--- src/rtl/unpacking.sv ---
// 9-to-7 bit stream width converter, LSB-first.
// Inverse of the 7-to-9 packer on the receive side of the link.
module unpacking (
  input  logic       clk,
  input  logic       rst_n,
  input  logic [8:0] in_data,
  input  logic       in_valid,
  output logic       in_ready,
  input  logic       drop,
  output logic [6:0] out_data,
  output logic       out_valid,
  input  logic       out_ready
);

  logic [14:0] acc;
  logic [14:0] acc_n;
  logic [3:0]  cnt;
  logic [3:0]  cnt_n;
  logic [14:0] keep;
  logic [14:0] ins;
  logic        push;
  logic        pop;

  assign out_valid = (cnt >= 4'd7);
  assign in_ready  = (cnt < 4'd7);
  assign out_data  = acc[6:0];

  assign push = in_valid && in_ready;
  assign pop  = out_valid && out_ready;

  // Stale bits above cnt are masked off before the new word lands.
  assign keep = (15'd1 << cnt) - 15'd1;
  assign ins  = {6'd0, in_data} << cnt;

  always_comb begin
    acc_n = acc;
    cnt_n = cnt;
    if (drop) begin
      acc_n = '0;
      cnt_n = '0;
    end else if (push) begin
      acc_n = (acc & keep) | ins;
      cnt_n = cnt + 4'd9;
    end else if (pop) begin
      acc_n = acc >> 7;
      cnt_n = cnt - 4'd7;
    end
  end

  always_ff @(posedge clk or negedge rst_n) begin
    if (!rst_n) begin
      acc <= '0;
      cnt <= '0;
    end else begin
      acc <= acc_n;
      cnt <= cnt_n;
    end
  end

endmodule

--- config.mk ---
export PLATFORM = sky130hd
export DESIGN_NAME = unpacking
export DESIGN_NICKNAME = d
export VERILOG_FILES = /design/src/rtl/unpacking.sv
export SDC_FILE = /design/constraint.sdc
export NUM_CORES = 1
export LEC_CHECK = 0
export CORE_ASPECT_RATIO = 1.25
export CORE_MARGIN = 1
export CORE_UTILIZATION = 40
export DETAILED_ROUTE_END_ITERATION = 8
export PLACE_DENSITY = 0.61
export SLEW_MARGIN = 20
export SYNTH_ARGS = -nofsm -noshare
export SYNTH_HDL_FRONTEND = slang
export SYNTH_SLANG_ARGS = --single-unit
--- constraint.sdc ---
create_clock -name clk -period 2.7 [get_ports clk]
set_clock_uncertainty 0.2 [all_clocks]
set_input_delay 0.405 -clock clk [delete_from_list [all_inputs] [get_ports clk]]
set_output_delay 0.405 -clock clk [all_outputs]
set_load 0.005 [all_outputs]
==> impl_metrics.csv <==
group,metric,value,unit
run_status,status,"complete, no violations",
power_and_ir_drop,leakage,0.771,nW
sta,rsz0062_at_grt,"no",
sta,tightest_slew,0.582,ns
synth,ys_types,52,
finish,drive_gt1_share,10.6,%
clock_tree,path_clk_slew,0.08,ns
worst_setup_path,reg2reg_depth,7,
sta,holdWs,0.270,ns
placement,dp_hpwl,3310,um
worst_setup_path,worstPathRequired,2.10,ns
worst_setup_path,cp.arrival,1.90,ns
synth,yosysTopAreaCellShare,28.7,%
synth,syn_avg_cell_area,9.11,um^2
floorplanning,fp.dieH,74.0,um
routing,ant_nets,0,
floorplanning,fp-row-count,25,
clock_tree,cts_resized,0,
global_route,overflow,0,
sta,fmaxAchievable,0.400,GHz
synth,synth_top_flop_cell,"dfrtp_1",
worst_hold_path,hp-class,"primary input to async pin",
routing,drtPass1Iterations,4,
synth,yosys_warnings,0,
clock_tree,clockBufferDepth,2,
sta,finalHoldViolCount,0,
routing,first_iter_violations,80,
global_route,grt_max_degree,20,
synth,synth_edf_count,0,
worst_setup_path,path_class,"register to output pin",
routing,wl_per_cell,17.2,um
power_and_ir_drop,p_per_area,552,nW/um^2
routing,totalWireLength,4350,um
power_and_ir_drop,vdd_drop_max,0.275,mV
global_route,first_global_vias,1464,
placement,placed_cell_area,1890,um^2
placement,gp_congestion,0.900,
worst_setup_path,worstSetupEndpointType,"output pin",
sta,drv_slew,0,
clock_tree,h-tree-depth,1,
finish,nets,221,
sta,maxSlewHeadroom,61.1,%
synth,synthTopCellsByArea,"dfrtp_1 (29%), mux2i_1 (7.2%), ha_1 (5.3%)",
routing,drc_errors,0,
clock_tree,cts_buffers,3,
finish,area_growth_syn_to_layout,17.0,%
sta,setup_slack,0.198,ns
finish,fillers,382,
synth,async_flop_share,100,%
floorplanning,core_area,3880,um^2
worst_setup_path,path_max_fanout,6,
synth,syn_nets,203,
clock_tree,clock_sinks,19,
routing,dr_total_vias,1515,
sta,fin_setup_tns,0,ns
finish,antenna_cells,0,
global_route,grt_pass1_wl,7210,um
worst_setup_path,crit_path_start_kind,"register",
synth,ys_ff_latch,19,
clock_tree,clk-insertion-delay-late,0.27,ns
placement,place_ws,0.344,ns
floorplanning,die_w,59.6,um
clock_tree,cts_root_buf,"clkbuf_8",
synth,netlist_area,1660,um^2
sta,finalCriticalPeriod,2.50,ns
routing,vias_per_cell,5.99,
finish,design_area,1940,um^2
floorplanning,pin_count,23,
job,maxCapViolCount,0,
synth,seq_area_frac_synth,28.7,%
sta,finalSetupViolations,0,
clock_tree,cts_setup_buffers,0,
clock_tree,ctsHoldBuffers,0,
placement,io_buffer_count,22,
floorplanning,die-area,4410,um^2
synth,syn_inst,182,
global_route,grtUsageTotal,22.1,%
finish,post-route-util,50.0,%
floorplanning,initial_core_util,42.7,%
clock_tree,cts_tree,"yes",
global_route,antenna_found_initial,0,
synth,yosys.area.top_type,"dfrtp_1",
sta,timing.final.crit_share,92.7,%
registers in the layout (all words and copies together) (netlist names):
name  count
acc      15
cnt       4
kinds of logic after synthesis:
| family | share of synthesized area [%] |
|---|---|
| muxes | 9.96 |
| buffers and inverters | 9.28 |
| AOI/OAI and AO/OA | 28.1 |
| adders and majority gates | 5.28 |
| xor gates and xnor gates | 1.59 |
| DFF | 28.7 |
| and+or+nand+nor | 17.1 |
layer usage:
metal	global-route usage, %	vias up	routed length, um
li1	-	716	-
met4	10.9	0	102
met1	28.8	733	1970
met3	1.91	8	196
met5	0	-	0
met2	36.6	58	2080
final timing paths:
| kind | from | end | slack (ns) |
|---|---|---|---|
| max | cnt[1]$_DFFE_PN0P_ | in_ready | 0.20 |
| min | rst_n | cnt[2]$_DFFE_PN0P_ | 0.27 |
| max reg2reg | cnt[1]$_DFFE_PN0P_ | acc[1]$_DFFE_PN0P_ | 0.39 |
| min reg2reg | acc[9]$_DFFE_PN0P_ | acc[9]$_DFFE_PN0P_ | 0.30 |
| max in group asynchronous | rst_n | acc[5]$_DFFE_PN0P_ | 1.81 |
| min in group clk | acc[9]$_DFFE_PN0P_ | acc[9]$_DFFE_PN0P_ | 0.30 |
cell usage in the layout, fill, tap and decap left out, types with 2 or more instances in the layout:
cell type        Yosys  layout
o21bai_1             2       2
clkdlybuf4s50_1      0      22
mux4_2               2       2
a21oi_1              5       5
nor2_1               7       7
o211ai_1             5       5
inv_1                8       8
dfrtp_1             19      19
a221o_1              2       2
nor3b_1              3       3
a21o_1               2       2
nand4_1              2       2
mux2i_1             12      12
clkinv_1             3       3
o21ai_0              9       9
a211oi_1             3       3
buf_4                7       8
o221ai_1             2       2
nand3b_1             4       4
nor2b_1              6       6
nand2_1             13      13
a22oi_1              6       6
clkbuf_8             0       3
nand3_1              5       5
nand2b_1             3       3
nor3_1               4       4
a211o_1              2       2
ha_1                 7       7
a31o_2               2       2
o2bb2ai_1            4       4
xnor2_1              2       2
and4_1               2       2
Yosys cell counts, types with 4 or more instances:
master,instances
nor3_1,4
o21ai_0,9
inv_1,8
ha_1,7
buf_4,7
nand3_1,5
mux2i_1,12
a22oi_1,6
nor2_1,7
o211ai_1,5
dfrtp_1,19
nand3b_1,4
buf_2,6
nor2b_1,6
a21oi_1,5
nand2_1,13
o2bb2ai_1,4
area by class of cell:
type / count / area, um^2 / area share [%]
Clock buffer: 3 / 41.3 / 2.13
Multi-Input combinational cell: 135 / 1030 / 53.0
Inverter: 11 / 41.3 / 2.13
Tap cell: 54 / 67.6 / 3.48
Clock inverter: 1 / 5.00 / 0.258
Sequential cell: 19 / 475 / 24.5
Timing Repair Buffer: 30 / 280 / 14.5
where the power goes:
part / switching [mW] / total [mW] / internal [mW]
Clock: 0.111 / 0.214 / 0.103
Combinational: 0.274 / 0.505 / 0.232
Sequential: 0.0326 / 0.350 / 0.318
Total: 0.417 / 1.07 / 0.652
critical path, stage by stage, from the launching register on:
cell and delay, ns:
dfrtp_1 0.43, ha_1 0.29, a21o_4 0.28, inv_1 0.12
clkdlybuf4s50_1 0.51
stage by stage:
step	std cells	total power, mW
floorplan	182	0.715
global route	253	1.14
detailed placement	249	0.854
global placement	249	0.847
CTS	253	1.06
finish	253	1.07
(Power assumes the default switching activity.)
==> variant: new RTL, same flow settings <==
Reset style: synchronous (`rst_n`), changed in one clocked block.
--- a/src/rtl/unpacking.sv
+++ b/src/rtl/unpacking.sv
@@ -47,7 +47,7 @@
     end
   end
 
-  always_ff @(posedge clk or negedge rst_n) begin
+  always_ff @(posedge clk) begin
     if (!rst_n) begin
       acc <= '0;
       cnt <= '0;
Formal check against the unedited RTL: differs if rst_n is asserted again (counterexample within 4 cycles, from zero or initial values and one cycle with rst_n low); with rst_n held inactive, the same outputs for 10 cycles.
==> variant against the original RTL <==
Worst setup slack improved by 130 ps. Synthesized area fell by 6.3%. Wire length down 7.0%. Design area shrank 7.7%. Sequential cell count stayed put. Via count grew 1.3%. Register-to-register slack got worse by 30 ps. First-iteration DRC count increased by 10%. Critical path depth unchanged. The flow now finishes with violations (DRC). Worst hold slack improved by 3.6 ps.
Power is not compared: it rests on default switching activity, and its combinational part moved more than twofold at a synthesized area within 25%.
==> variant: results (changes against the original RTL) <==
placed cell count=241 (-3.2%); total CTS buffers=3 (unchanged); placed inst area=1750 µm² (-7.8%); Mapped Cells=191 (+4.9%); sequential area share after synthesis=24.5% (-4.2 points); CP arrival=1770 ps (-130 ps); Least-Margin Pin Slew=471 ps (-111 ps); hpwl dp=3.18 mm (-4.0%); Worst path slowest cell=clkdlybuf4s50_1; Finished Cell Area=1790 µm² (-7.7%); global-route wire length before repair=6.89 mm (-4.5%); Port Buffers=22 (unchanged); largest net degree at the start of global routing=17 (-15%); status=finished with violations; setup slack, reg-to-reg=360 ps (-30 ps); DRC violations left=1 (+1); Leak=0.639 nW; r2r endpoint=acc[6]$_SDFFE_PP0P_; R2R depth=9 (+2); via count=1534 (+1.3%); DR pass1 iterations=6 (+2); share of cells above drive strength 1=10.7% (+0.13 points); biggest regs=acc: 15 flops, cnt: 4 flops; top post-synthesis cells by area=dfxtp_1 24%, mux2i_1 9.7%, ha_1 5.6%; fin cells=245 (-3.2%); Reg2Reg Launch Point=cnt[0]$_SDFFE_PP0P_; final wirelength=4.05 mm (-7.0%); Netlist cell types=52 (unchanged); final net count=228 (+3.2%); Largest stage delay, worst path=490 ps (-20 ps); Syn Nets=212 (+4.4%); fraction of registers with async set/reset=0% (-100 points); GRT Total Usage=20.9% (-1.1 points); failing checks=DRC; DR iter-0 viols=88 (+10%); Commonest cells post-synth=19 x dfxtp_1, 18 x nor2_1, 17 x nand2_1, 15 x mux2i_1, 10 x a21oi_1; Worst Hold Class=register to register; GP Congestion=0.927 (+3.0%); clock root buffer=clkbuf_8
==> variant: changes by cell type after synthesis, moves of 5 or more <==
cell / unedited run / this run
a31oi_1: 1 / 7
dfrtp_1: 19 / 0
nor2_1: 7 / 18
dfxtp_1: 0 / 19
a21oi_1: 5 / 10
o21ai_1: 0 / 5
==> variant: per-layer routing <==
layer | part of all wire, % | track usage [%]
met5 | 0 | 0
met4 | 4.8 | 11.1
met3 | 5.2 | 1.99
met2 | 48 | 34.9
met1 | 42 | 26.5
==> variant: cell families after synthesis <==
group | count (synthesis) | synth area share (%)
muxes | 17 | 12.1
adders and majority gates | 7 | 5.64
AOI/OAI and AO/OA | 56 | 24.8
xor gates and xnor gates | 4 | 2.26
and+or+nand+nor | 63 | 20.5
buffers and inverters | 25 | 10.2
DFF | 19 | 24.5
==> variant: final cells by class <==
cell class	count	area, µm²
Fill cell	352	1810
Multi-Input combinational cell	147	1010
Sequential cell	19	380
Timing Repair Buffer	30	280
Tap cell	39	48.8
Clock buffer	4	45.0
Inverter	6	22.5
==> variant: worst max-delay path: cells and delay by family, from the launching register on <==
family / cells / cell delay, ps
buffers and inverters: 2 / 540
adder cells (fa/ha/maj): 1 / 330
AO/OA/AOI/OAI: 1 / 280
flip-flops: 1 / 360
==> variant: worst min-delay path by stage <==
stage / endpoint / slack (ps) / cells past startpoint / from
after floorplan: acc[8]$_SDFFE_PP0P_ / 240 / 2 / acc[8]$_SDFFE_PP0P_
after global placement: acc[8]$_SDFFE_PP0P_ / 260 / 2 / acc[8]$_SDFFE_PP0P_
after detailed placement: acc[8]$_SDFFE_PP0P_ / 260 / 2 / acc[8]$_SDFFE_PP0P_
after CTS: acc[8]$_SDFFE_PP0P_ / 270 / 2 / acc[8]$_SDFFE_PP0P_
after global routing: acc[7]$_SDFFE_PP0P_ / 290 / 2 / acc[7]$_SDFFE_PP0P_
final: acc[8]$_SDFFE_PP0P_ / 270 / 2 / acc[8]$_SDFFE_PP0P_
==> variant: per-stage QoR <==
step	hold slack, ps	power, mW	worst slack [ps]
5_1_grt	295	0.729	139
2_1_floorplan	242	0.435	229
3_5_place_dp	262	0.496	375
6_report	273	0.693	328
3_3_place_gp	264	0.494	456
4_1_cts	272	0.693	325
==> variant: report_power, final <==
group | total (mW) | switching, mW | leakage [nW] | internal, mW
Combinational | 0.193 | 0.104 | 0.462 | 0.0896
Sequential | 0.299 | 0.00906 | 0.154 | 0.290
Clock | 0.201 | 0.0962 | 0.0228 | 0.105
